==> src/rtl/mpx_pilot_seq.sv <==
// Stereo MPX pilot sequencer: soft-starts/stops the 19 kHz pilot gain and only
// retunes the pilot DDS while the gain is held at zero, so retunes are click-free.
module mpx_pilot_seq #(
  parameter int GAIN_WIDTH = 16,
  parameter int STEP_WIDTH = 32,
  parameter int DIV_WIDTH  = 16
) (
  input  logic                  clk,
  input  logic                  reset_n,
  input  logic                  tick,
  input  logic                  enable,
  input  logic [GAIN_WIDTH-1:0] target_gain,
  input  logic [GAIN_WIDTH-1:0] ramp_inc,
  input  logic [DIV_WIDTH-1:0]  ramp_div,
  input  logic                  step_req,
  input  logic [STEP_WIDTH-1:0] step_in,
  output logic [GAIN_WIDTH-1:0] pilot_gain,
  output logic [STEP_WIDTH-1:0] dds_step,
  output logic                  step_ack,
  output logic                  stereo_ok,
  output logic [2:0]            state
);

  typedef enum logic [2:0] {
    IDLE   = 3'd0,
    UP     = 3'd1,
    RUN    = 3'd2,
    DOWN   = 3'd3,
    RETUNE = 3'd4
  } state_t;

  state_t                  state_q;
  logic                    pending;
  logic [STEP_WIDTH-1:0]   pend_step;
  logic [DIV_WIDTH-1:0]    div_cnt;
  logic [GAIN_WIDTH-1:0]   inc_eff;
  logic [GAIN_WIDTH-1:0]   gain_toward;
  logic [GAIN_WIDTH-1:0]   gain_down;
  logic                    upd;

  // Differences are compared before adding/subtracting so the ramp can never wrap or overshoot.
  always_comb begin
    inc_eff     = (ramp_inc == '0) ? GAIN_WIDTH'(1) : ramp_inc;
    gain_toward = pilot_gain;
    if (pilot_gain < target_gain)
      gain_toward = ((target_gain - pilot_gain) > inc_eff) ? (pilot_gain + inc_eff) : target_gain;
    else if (pilot_gain > target_gain)
      gain_toward = ((pilot_gain - target_gain) > inc_eff) ? (pilot_gain - inc_eff) : target_gain;
    gain_down = (pilot_gain > inc_eff) ? (pilot_gain - inc_eff) : '0;
  end

  assign upd       = tick && (div_cnt == ramp_div);
  assign stereo_ok = (state_q == RUN);
  assign state     = state_q;

  always_ff @(posedge clk) begin
    if (!reset_n) begin
      state_q    <= IDLE;
      pilot_gain <= '0;
      dds_step   <= '0;
      step_ack   <= 1'b0;
      pending    <= 1'b0;
      pend_step  <= '0;
      div_cnt    <= '0;
    end else begin
      step_ack <= 1'b0;
      if (tick)
        div_cnt <= upd ? '0 : (div_cnt + DIV_WIDTH'(1));
      // Outside IDLE a request is parked; the latest request wins.
      if (step_req && (state_q != IDLE)) begin
        pending   <= 1'b1;
        pend_step <= step_in;
      end

      case (state_q)
        IDLE: begin
          pilot_gain <= '0;
          if (step_req) begin
            dds_step <= step_in;
            step_ack <= 1'b1;
            pending  <= 1'b0;
          end else if (pending) begin
            dds_step <= pend_step;
            step_ack <= 1'b1;
            pending  <= 1'b0;
          end
          if (enable) begin
            state_q <= UP;
            div_cnt <= '0;
          end
        end
        UP: begin
          if (upd) begin
            if (!enable || pending) begin
              state_q <= DOWN;
            end else begin
              pilot_gain <= gain_toward;
              if (gain_toward == target_gain)
                state_q <= RUN;
            end
          end
        end
        RUN: begin
          if (!enable || pending) begin
            state_q <= DOWN;
            div_cnt <= '0;
          end else if (target_gain != pilot_gain) begin
            state_q <= UP;
            div_cnt <= '0;
          end
        end
        DOWN: begin
          if (upd) begin
            if (enable && !pending) begin
              state_q <= UP;
            end else begin
              pilot_gain <= gain_down;
              if (gain_down == '0)
                state_q <= pending ? RETUNE : IDLE;
            end
          end
        end
        RETUNE: begin
          dds_step <= pend_step;
          step_ack <= 1'b1;
          pending  <= step_req;
          state_q  <= enable ? UP : IDLE;
          div_cnt  <= '0;
        end
        default: begin
          state_q <= IDLE;
        end
      endcase
    end
  end

endmodule

==> config.mk <==
export PLATFORM = sky130hd
export DESIGN_NAME = mpx_pilot_seq
export DESIGN_NICKNAME = d
export VERILOG_FILES = /design/src/rtl/mpx_pilot_seq.sv
export SDC_FILE = /design/constraint.sdc
export NUM_CORES = 1
export LEC_CHECK = 0
export CAP_MARGIN = 10
export CORE_MARGIN = 3
export CORE_UTILIZATION = 25
export DETAILED_ROUTE_END_ITERATION = 10
export RECOVER_POWER = 25
export SLEW_MARGIN = 10
export SYNTH_ARGS = -nofsm -noshare
export SYNTH_HDL_FRONTEND = slang
export SYNTH_SLANG_ARGS = --single-unit
==> constraint.sdc <==
create_clock -name clk -period 7.1 [get_ports clk]
set_input_delay 0.71 -clock clk [delete_from_list [all_inputs] [get_ports clk]]
set_output_delay 0.71 -clock clk [all_outputs]
set_load 0.01 [all_outputs]
==> results of run 1 <==
==> flip-flops by register name, summed over array words and instances, names as in the netlist <==
name        cells
pend_step      32
step_ack        1
pilot_gain     16
pending         1
div_cnt        16
dds_step       32
state           3
==> worst min path at each step <==
stage                             start       endpoint  slack, ns  cells after the start
after floorplan            pend_step[0]   pend_step[0]       0.44                      2
after global placement    pend_step[22]  pend_step[22]       0.44                      2
after detailed placement  pend_step[17]  pend_step[17]       0.45                      2
after CTS                  pend_step[1]   pend_step[1]       0.46                      2
after global routing       pend_step[7]   pend_step[7]       0.47                      2
final                     pend_step[12]  pend_step[12]       0.46                      2
==> layer usage <==
| layer | part of all wire | GRT usage | vias up |
|---|---|---|---|
| met5 | 0.00062 | 0 | - |
| met4 | 0.022 | 0.0474 | 4 |
| met3 | 0.088 | 0.0361 | 62 |
| met2 | 0.44 | 0.266 | 414 |
| met1 | 0.45 | 0.242 | 4750 |
| li1 | - | - | 4848 |
==> worst max-delay path: cells and delay by family <==
family / cells / cell delay [ns]
buffers and inverters: 4 / 1.09
adders and majority gates: 2 / 0.66
and+or+nand+nor: 6 / 1.31
AOI/OAI and AO/OA: 12 / 2.90
xor gates and xnor gates: 1 / 0.18
==> through the flow <==
stage / power, W / cells / utilization / setup WS [ns]
finish: 0.00471 / 1911 / 0.314 / 0.522
global route: 0.00505 / 1911 / 0.314 / 0.181
CTS: 0.00469 / 1911 / 0.314 / 0.687
detailed placement: 0.00413 / 1895 / 0.306 / 0.325
global placement: 0.00412 / 1895 / 0.306 / 0.424
floorplan: 0.00303 / 1309 / - / 1.22
==> area by class of cell <==
class	instances	area, µm²	area share
Tap cell	511	639	0.0534
Clock inverter	7	93.8	0.00783
Inverter	77	289	0.0241
Clock buffer	9	225	0.0188
Timing Repair Buffer	164	1570	0.131
Sequential cell	101	2020	0.169
Multi-Input combinational cell	1042	7140	0.596
==> placed cells by master (no fill, tap or decap), drive strengths merged, types with 37 or more instances in the layout <==
cell type	n
nand2	140
a21oi	121
nor2	118
dfxtp	101
clkdlybuf4s50	100
ha	96
inv	78
o21ai	65
xnor2	62
mux2i	50
a211oi	50
xor2	38
dlygate4sd3	37
==> logic make-up (layout without fill, tap and decap cells) <==
logic type	Yosys count	in the layout	synth area share
and+or+nand+nor	413	413	0.198
AOI/OAI and AO/OA	376	376	0.254
buffers and inverters	166	257	0.0662
DFF	101	101	0.207
adders and majority gates	100	100	0.131
xor gates and xnor gates	100	100	0.0897
muxes	53	53	0.0547
==> power breakdown <==
part	internal, W	switching [W]
logic	0.00133	0.00201
clock network	0.000255	0.000268
registers	0.000687	0.000167
==> flow_summary.json, run 1 <==
{
  "max-vdd-ir-drop_mv": 0.133,
  "port_buffers": 137,
  "post-cts-setup-buffers": 0,
  "dominantRegCellSynth": "sky130_fd_sc_hd__dfxtp_1",
  "holdWs_ns": 0.456,
  "gpl.final_weighted_congestion": 0.939,
  "fillers": 4108,
  "crit_path_start": "target_gain[1]",
  "post_synth_inst_count": 1309,
  "vias": 10078,
  "worst-setup-path-type": "in -> reg",
  "post_synth_net_total": 1494,
  "hold_viol": 0,
  "worstPathArrival_ns": 6.88,
  "die-area_mm2": 0.0415,
  "diodes": 0,
  "synth.distinct_cells": 80,
  "clock-sinks": 101,
  "avgSynthCellArea_um2": 7.46,
  "detail_route.wirelength_mm": 36.9,
  "worstReg2RegEnd": "state[0]",
  "drc": 0,
  "worstSetupStartpointType": "input pin",
  "worst_setup_hold_path_clk_slew_ns": 0.08,
  "htree_levels": 3,
  "synth.ff_latch_count": 101,
  "power_density_mw_per_mm2": 393,
  "synth_area_leaders": "sky130_fd_sc_hd__dfxtp_1 21%, sky130_fd_sc_hd__ha_1 12%, sky130_fd_sc_hd__a21oi_1 6.2%, sky130_fd_sc_hd__xnor2_1 5.6%, sky130_fd_sc_hd__nand2_1 5.4%",
  "regToRegStartpoint": "pilot_gain[1]",
  "die_height_um": 204,
  "clock_latency_ns": 0.36,
  "vias_in_the_first_global_route": 9484,
  "max-clock-path-buffers": 2,
  "worst_r2r_path_depth": 24,
  "grt_max_degree": 70,
  "cts_hold_repair.buffers": 0,
  "finalInstanceArea_mm2": 0.0120,
  "skew_ns": 0.00951,
  "synthDominantAreaCellType": "sky130_fd_sc_hd__dfxtp_1",
  "max_slew_margin": 0.263,
  "synthArstFlopShare": 0,
  "grt_first_pass_wirelength_mm": 56.0,
  "cp-end-kind": "register",
  "first_iter_violations": 874,
  "fmax_mhz": 152,
  "die_w_um": 204,
  "yosys-top-cells-count": "140 x sky130_fd_sc_hd__nand2_1, 121 x sky130_fd_sc_hd__a21oi_1, 117 x sky130_fd_sc_hd__nor2_1",
  "ff2ff_setup_slack_ns": 0.64,
  "grt_util_all_layers": 0.172,
  "layout.nets": 1580,
  "cellLeakagePower_nw": 4.83,
  "seq_area_frac_synth": 0.207,
  "worst_pin_slew_ns": 1.09,
  "post_synth_instance_area_mm2": 0.00977,
  "synth_largest_type_area_fraction": 0.207,
  "area_growth_syn_to_layout_pct": 22.7,
  "slew_viol_final": 0,
  "initial_antenna_violation_count": 2,
  "antenna_violating_nets_post_route": 0,
  "drt_pass1_iterations": 5,
  "core_mm2": 0.0381,
  "timing.critical_path.required_ns": 7.40,
  "place_area_mm2": 0.0117,
  "mean_routed_wirelength_per_cell_um": 19.3,
  "min_path_type": "reg -> reg",
  "post-synth-top-count-cell": "sky130_fd_sc_hd__nand2_1",
  "start_util": 0.256,
  "critPathSlowestCell": "sky130_fd_sc_hd__clkdlybuf4s50_1",
  "setup-tns-final_ns": 0,
  "hpwlAfterDp_mm": 28.4,
  "run_status": "finished, final reports clean",
  "synth_edf_count": 0,
  "cts_tree": "done",
  "finalCriticalPeriod_ns": 6.58,
  "clock-root-buffer": "sky130_fd_sc_hd__clkbuf_16",
  "grt_setup_unrepaired": "no",
  "max_cap_violations": 0,
  "yosysWarningCount": 0,
  "worst-path-max-fanout": 6,
  "crit_path_end": "state[0]",
  "cts_buffers": 9,
  "slowest_delay_ns": 0.56,
  "num_io_pins": 138,
  "final-setup-viol-count": 0,
  "finalCritPeriodShare": 0.927,
  "row_count": 71,
  "drt-vias-per-instance": 5.27,
  "gr-total-overflow": 0,
  "share_of_final_layout_standard_cells_stronger_than_drive_strength_1": 0.0479,
  "cts.repair.resized": 0
}
(Power assumes the default switching activity.)
==> run 2: changes to the inputs <==
--- a/config.mk
+++ b/config.mk
@@ -5,9 +5,10 @@
 export SDC_FILE = /design/constraint.sdc
 export NUM_CORES = 1
 export LEC_CHECK = 0
-export CAP_MARGIN = 10
+export CAP_MARGIN = 40
 export CORE_MARGIN = 3
 export CORE_UTILIZATION = 25
+export CTS_CLUSTER_SIZE = 30
 export DETAILED_ROUTE_END_ITERATION = 10
 export RECOVER_POWER = 25
 export SLEW_MARGIN = 10
==> run 2 against run 1 <==
Against the previous run: clock skew decreased by 0.00069 ns; utilization increased by 0.17 points; non-clock buffer count increased by 5; hold slack worse by 0.00098 ns; power is 0.20% higher; clock power is 2% lower; sequential cell count did not move; critical path depth up 2; via count up 0.73%; first-iteration DRC count down 3.8%; die area unchanged.
==> flow_summary.json, run 2 (same netlist as run 1, synthesis figures left out) <==
{
  "grt_busiest_layer": "met2",
  "slowest_delay_ns": 0.49,
  "skew_ns": 0.00883,
  "most_common_library_cell_in_the_layout_ignoring_fill_and_taps": "sky130_fd_sc_hd__nand2_1",
  "fmax_mhz": 152,
  "vias_in_the_first_global_route": 9569,
  "worst_setup_hold_path_clk_slew_ns": 0.08,
  "cellLeakagePower_nw": 4.87,
  "row_count": 71,
  "min_from": "pend_step[1]",
  "grt_setup_unrepaired": "no",
  "htree_levels": 3,
  "slew_viol_final": 0,
  "cp-end-kind": "register",
  "drt_pass1_iterations": 6,
  "layout.cells.most_common_list": "139 x sky130_fd_sc_hd__nand2_1, 120 x sky130_fd_sc_hd__a21oi_1, 115 x sky130_fd_sc_hd__nor2_1, 101 x sky130_fd_sc_hd__dfxtp_1, 100 x sky130_fd_sc_hd__clkdlybuf4s50_1",
  "drc": 0,
  "cts.repair.resized": 0,
  "detail_route.wirelength_mm": 37.2,
  "hold_viol": 0,
  "ff2ff_setup_slack_ns": 0.73,
  "critPathSlowestCell": "sky130_fd_sc_hd__or4_1",
  "share_of_final_layout_standard_cells_stronger_than_drive_strength_1": 0.0512,
  "initial_antenna_violation_count": 1,
  "post-cts-setup-buffers": 0,
  "grtUsageMet1": 0.243,
  "clock-sinks": 101,
  "max_slew_margin": 0.280,
  "gr-total-overflow": 0,
  "clock-root-buffer": "sky130_fd_sc_hd__clkbuf_16",
  "drt-vias-per-instance": 5.30,
  "worst_pin_slew_ns": 1.08,
  "core_mm2": 0.0381,
  "port_buffers": 137,
  "grt_max_degree": 70,
  "start_util": 0.256,
  "worst-path-max-fanout": 3,
  "layout.nets": 1585,
  "layout_top_registers": "dds_step x32, pend_step x32",
  "cts_buffers": 9,
  "dp_cells": 1900,
  "max-vdd-ir-drop_mv": 0.138,
  "timing.critical_path.required_ns": 7.35,
  "clock_latency_ns": 0.36,
  "die_height_um": 204,
  "cts_hold_repair.buffers": 0,
  "die-area_mm2": 0.0415,
  "min_path_type": "reg -> reg",
  "grt_util_all_layers": 0.172,
  "mean_routed_wirelength_per_cell_um": 19.4,
  "hold_ep": "pend_step[1]",
  "max-clock-path-buffers": 2,
  "area_growth_syn_to_layout_pct": 23.4,
  "die_w_um": 204,
  "min_delay_path_depth": 2,
  "global_route_met2_utilization": 0.266,
  "power_density_mw_per_mm2": 392,
  "gpl.final_weighted_congestion": 0.939,
  "worstReg2RegEnd": "state[0]",
  "cts_tree": "done",
  "critPathMostFrequentCell": "sky130_fd_sc_hd__a21oi_1",
  "final-setup-viol-count": 0,
  "regToRegStartpoint": "pilot_gain[1]",
  "antenna_violating_nets_post_route": 0,
  "grt_first_pass_wirelength_mm": 56.3,
  "first_iter_violations": 841,
  "hpwlAfterDp_mm": 28.6,
  "setup-tns-final_ns": 0,
  "run_status": "finished, final reports clean",
  "groute.layer.met3.usage": 0.0367,
  "finalCriticalPeriod_ns": 6.56,
  "worstSetupStartpointType": "input pin",
  "num_io_pins": 138,
  "max_cap_violations": 0,
  "worstPathArrival_ns": 6.81,
  "worst_r2r_path_depth": 24,
  "final_cell_count_no_fill": 1916,
  "diodes": 0,
  "worst-setup-path-type": "in -> reg",
  "finalCritPeriodShare": 0.924,
  "vias": 10152
}
[run 2: cell count changes in the layout (fill, tap and decap cells not counted)]
cell | before | now
sky130_fd_sc_hd__clkinv_8 | 4 | 2
sky130_fd_sc_hd__buf_12 | 0 | 1
sky130_fd_sc_hd__buf_8 | 0 | 1
sky130_fd_sc_hd__nor2_4 | 2 | 1
sky130_fd_sc_hd__nor2_2 | 1 | 2
sky130_fd_sc_hd__inv_8 | 1 | 2
sky130_fd_sc_hd__buf_16 | 0 | 1
sky130_fd_sc_hd__buf_6 | 0 | 1
sky130_fd_sc_hd__clkdlybuf4s18_2 | 0 | 1
sky130_fd_sc_hd__clkinvlp_4 | 0 | 1
[run 2: final cells by class]
type,instances,area (µm²)
clock buffer,9,225
inverter,77,289
multi-input combinational,1042,7140
fill,4075,26100
sequential,101,2020
clock inverter,7,80.1
timing repair buffer,169,1650
tap,511,639
[run 2: power by group]
group | total (W) | switching (W) | internal [W]
Clock | 0.000513 | 0.000261 | 0.000251
Combinational | 0.00335 | 0.00201 | 0.00134
Sequential | 0.000854 | 0.000167 | 0.000687
[run 2: critical path, delay by kind of cell]
family,cells,cell delay [ns]
buffers and inverters,5,0.92
AND/OR/NAND/NOR,8,1.79
AO/OA/AOI/OAI,11,2.61
adder cells (fa/ha/maj),3,0.77
[run 2: routing by layer]
layer	wire (µm)	share of wire
met5	9	0.00024
met4	785	0.021
met3	3290	0.089
met2	16300	0.44
met1	16700	0.45
[run 2: worst max path at each step]
stage                    from              to
2_1_floorplan  target_gain[0]  pilot_gain[14]
3_3_place_gp   target_gain[0]        state[0]
3_5_place_dp   target_gain[1]        state[0]
4_1_cts        target_gain[1]        state[0]
5_1_grt        target_gain[0]        state[0]
6_report       target_gain[0]        state[0]
[run 2: metrics by stage]
| step | setup WS [ns] | hold slack (ns) | utilization | cell area, µm² | power (W) |
|---|---|---|---|---|---|
| global route | 0.156 | 0.476 | 0.316 | 12000 | 0.00505 |
| detailed placement | 0.299 | 0.446 | 0.308 | 11700 | 0.00415 |
| finish | 0.540 | 0.455 | 0.316 | 12000 | 0.00472 |
| CTS | 0.633 | 0.457 | 0.316 | 12100 | 0.00470 |
| global placement | 0.424 | 0.441 | 0.306 | 11700 | 0.00412 |
| floorplan | 1.22 | 0.436 | - | 9770 | 0.00303 |
==> run 3: changes to the inputs <==
--- a/config.mk
+++ b/config.mk
@@ -5,7 +5,7 @@
 export SDC_FILE = /design/constraint.sdc
 export NUM_CORES = 1
 export LEC_CHECK = 0
-export CAP_MARGIN = 40
+export CAP_MARGIN = 20
 export CORE_MARGIN = 3
 export CORE_UTILIZATION = 25
 export CTS_CLUSTER_SIZE = 30
==> constraint.sdc (replaced) <==
create_clock -name clk -period 7 [get_ports clk]
set_input_delay 0.7 -clock clk [delete_from_list [all_inputs] [get_ports clk]]
set_output_delay 0.7 -clock clk [all_outputs]
set_load 0.01 [all_outputs]
==> run 3 against run 2 <==
Against the previous run: the flow now finishes with violations (capacitance limit, slew limit); critical path depth is 3 lower; first-iteration DRC count is 2.4% higher; hold slack better by 0.00093 ns; non-clock buffer count is 4 lower; combinational power hardly changed; register-to-register slack better by 0.03 ns; setup slack worse by 0.12 ns; sequential power is 2% higher; wire length is 2.2% lower; global-route usage is 0.41 points lower; final area is 0.19% lower; die area stayed put; critical path type unchanged; highest routed layer unchanged.
==> flow_summary.json, run 3 (same netlist as run 1, synthesis figures left out) <==
{
  "mean_routed_wirelength_per_cell_um": 19.0,
  "groute.layer.met3.usage": 0.0449,
  "num_io_pins": 138,
  "cts.repair.resized": 0,
  "worst-setup-path-type": "in -> reg",
  "final-setup-viol-count": 0,
  "worstSetupStartpointType": "input pin",
  "area_growth_syn_to_layout_pct": 23.1,
  "max-vdd-ir-drop_mv": 0.175,
  "layout.nets": 1581,
  "most_common_library_cell_in_the_layout_ignoring_fill_and_taps": "sky130_fd_sc_hd__nand2_1",
  "cp.buffers_inverters": 4,
  "drc": 0,
  "setup-tns-final_ns": 0,
  "port_buffers": 137,
  "grt_util_all_layers": 0.168,
  "antenna_violating_nets_post_route": 0,
  "violations_in_the_final_reports": "capacitance limit, slew limit",
  "clock-root-buffer": "sky130_fd_sc_hd__clkbuf_16",
  "post-cts-setup-buffers": 0,
  "cts_buffers": 9,
  "vias_in_the_first_global_route": 9519,
  "max_cap_violations": 1,
  "finalCriticalPeriod_ns": 6.58,
  "power_density_mw_per_mm2": 401,
  "clock-sinks": 101,
  "layout_top_registers": "dds_step x32, pend_step x32",
  "hpwlAfterDp_mm": 27.9,
  "place_area_mm2": 0.0117,
  "timing.critical_path.required_ns": 7.08,
  "fmax_mhz": 152,
  "worst_pin_slew_ns": 3.38,
  "drt_pass1_iterations": 6,
  "post-layout-total-power_w": 0.00482,
  "cts_tree": "done",
  "cts_hold_repair.buffers": 0,
  "skew_ns": 0.0114,
  "worst-path-max-fanout": 15,
  "gr-total-overflow": 0,
  "row_count": 71,
  "initial_antenna_violation_count": 3,
  "max-clock-path-buffers": 2,
  "slew_viol_final": 72,
  "grt_max_degree": 72,
  "core_mm2": 0.0381,
  "global_route_met2_utilization": 0.254,
  "hold_viol": 0,
  "finalInstanceArea_mm2": 0.0120,
  "crit_chain": "clkdlybuf4s50_1 -> inv_1 -> ha_1 -> a21o_1 -> a21oi_1 -> o21ai_0 -> a21oi_1 -> nor2b_1 -> o21a_1 -> o31a_1 -> o41ai_1 -> or4b_1 -> o211ai_1 -> ha_1 -> nand4_1 -> or4_1 -> o221a_2 -> nor2_2 -> buf_4 -> buf_4 -> mux2i_1 -> o21ai_0 -> a22oi_1 -> a211oi_1",
  "dp_cells": 1895,
  "run_status": "finished with violations",
  "finalCritPeriodShare": 0.940,
  "max_slew_margin": -1.26,
  "die_w_um": 204,
  "first_iter_violations": 861,
  "layout.cells.most_common_list": "139 x sky130_fd_sc_hd__nand2_1, 119 x sky130_fd_sc_hd__a21oi_1, 115 x sky130_fd_sc_hd__nor2_1, 103 x sky130_fd_sc_hd__clkdlybuf4s50_1, 101 x sky130_fd_sc_hd__dfxtp_1",
  "worst_path_dominant_cell_family": "compound AO/OA/AOI/OAI gates",
  "start_util": 0.256,
  "cellLeakagePower_nw": 4.84,
  "die-area_mm2": 0.0415,
  "drt-vias-per-instance": 5.25,
  "cp-end-kind": "register",
  "worstPathArrival_ns": 6.65,
  "grt_first_pass_wirelength_mm": 55.3,
  "critPathSlowestCell": "sky130_fd_sc_hd__clkdlybuf4s50_1",
  "gpl.final_weighted_congestion": 0.962,
  "grtUsageMet1": 0.233,
  "min_path_type": "reg -> reg",
  "final_cell_count_no_fill": 1913,
  "share_of_final_layout_standard_cells_stronger_than_drive_strength_1": 0.0478,
  "slowest_delay_ns": 0.58,
  "clock_latency_ns": 0.35,
  "htree_levels": 3,
  "grt_setup_unrepaired": "no",
  "die_height_um": 204,
  "grt_busiest_layer": "met2",
  "vias": 10052,
  "worst_setup_hold_path_clk_slew_ns": 0.08,
  "detail_route.wirelength_mm": 36.4
}
## run 3: cell type report
| type | count | area [µm²] |
|---|---|---|
| diodes | 1 | 2.50 |
| clock buffers | 9 | 225 |
| clock inverters | 7 | 111 |
| fillers | 4065 | 26100 |
| inverters | 77 | 289 |
| multi-input cells | 1042 | 7140 |
| flip-flops and latches | 101 | 2020 |
| well taps | 511 | 639 |
| repair buffers | 165 | 1590 |
## run 3: worst reg2reg max path, cell delays in order, from the launching register on
cell and delay [ns]:
sky130_fd_sc_hd__dfxtp_1 0.50, sky130_fd_sc_hd__ha_1 0.25, sky130_fd_sc_hd__inv_1 0.06, sky130_fd_sc_hd__fa_1 0.40
sky130_fd_sc_hd__a21o_1 0.19, sky130_fd_sc_hd__a21oi_1 0.23, sky130_fd_sc_hd__o21ai_0 0.12, sky130_fd_sc_hd__a21oi_1 0.29
sky130_fd_sc_hd__nor2b_1 0.09, sky130_fd_sc_hd__o21a_1 0.20, sky130_fd_sc_hd__o31a_1 0.27, sky130_fd_sc_hd__o41ai_1 0.32
sky130_fd_sc_hd__or4b_1 0.47, sky130_fd_sc_hd__o211ai_1 0.11, sky130_fd_sc_hd__ha_1 0.21, sky130_fd_sc_hd__nand4_1 0.15
sky130_fd_sc_hd__or4_1 0.49, sky130_fd_sc_hd__o221a_2 0.33, sky130_fd_sc_hd__nor2_2 0.19, sky130_fd_sc_hd__buf_4 0.23
sky130_fd_sc_hd__buf_4 0.26, sky130_fd_sc_hd__mux2i_1 0.21, sky130_fd_sc_hd__o21ai_0 0.09, sky130_fd_sc_hd__a22oi_1 0.20
sky130_fd_sc_hd__a211oi_1 0.10
## run 3: metrics by stage
step / hold slack, ns / util / setup slack (ns)
2_1_floorplan: 0.436 / - / 1.13
3_3_place_gp: 0.441 / 0.306 / 0.357
3_5_place_dp: 0.447 / 0.306 / 0.241
4_1_cts: 0.458 / 0.315 / 0.597
5_1_grt: 0.478 / 0.315 / 0.0787
6_report: 0.456 / 0.316 / 0.423
## run 3: power breakdown
part	total [W]	internal, W	switching [W]
clock network	0.000574	0.000324	0.000249
logic	0.00338	0.00136	0.00203
registers	0.000868	0.000697	0.000170
total	0.00482	0.00238	0.00245
## run 3: worst paths after layout
| kind | startpoint | endpoint | slack (ns) | depth (start not counted) |
|---|---|---|---|---|
| max | target_gain[2] | pilot_gain[3] | 0.42 | 24 |
| min | pend_step[29] | pend_step[29] | 0.46 | 2 |
| max reg2reg | pilot_gain[0] | pilot_gain[3] | 0.76 | 24 |
| min reg2reg | pend_step[29] | pend_step[29] | 0.46 | 2 |
## run 3: routing by layer
layer  wire length (µm)  vias to the layer above  part of all wire
met5                 14                        -           0.00039
met4               1190                        4             0.033
met3               3410                       82             0.094
met2              15400                      398              0.42
met1              16400                     4719              0.45
li1                   -                     4849                 -
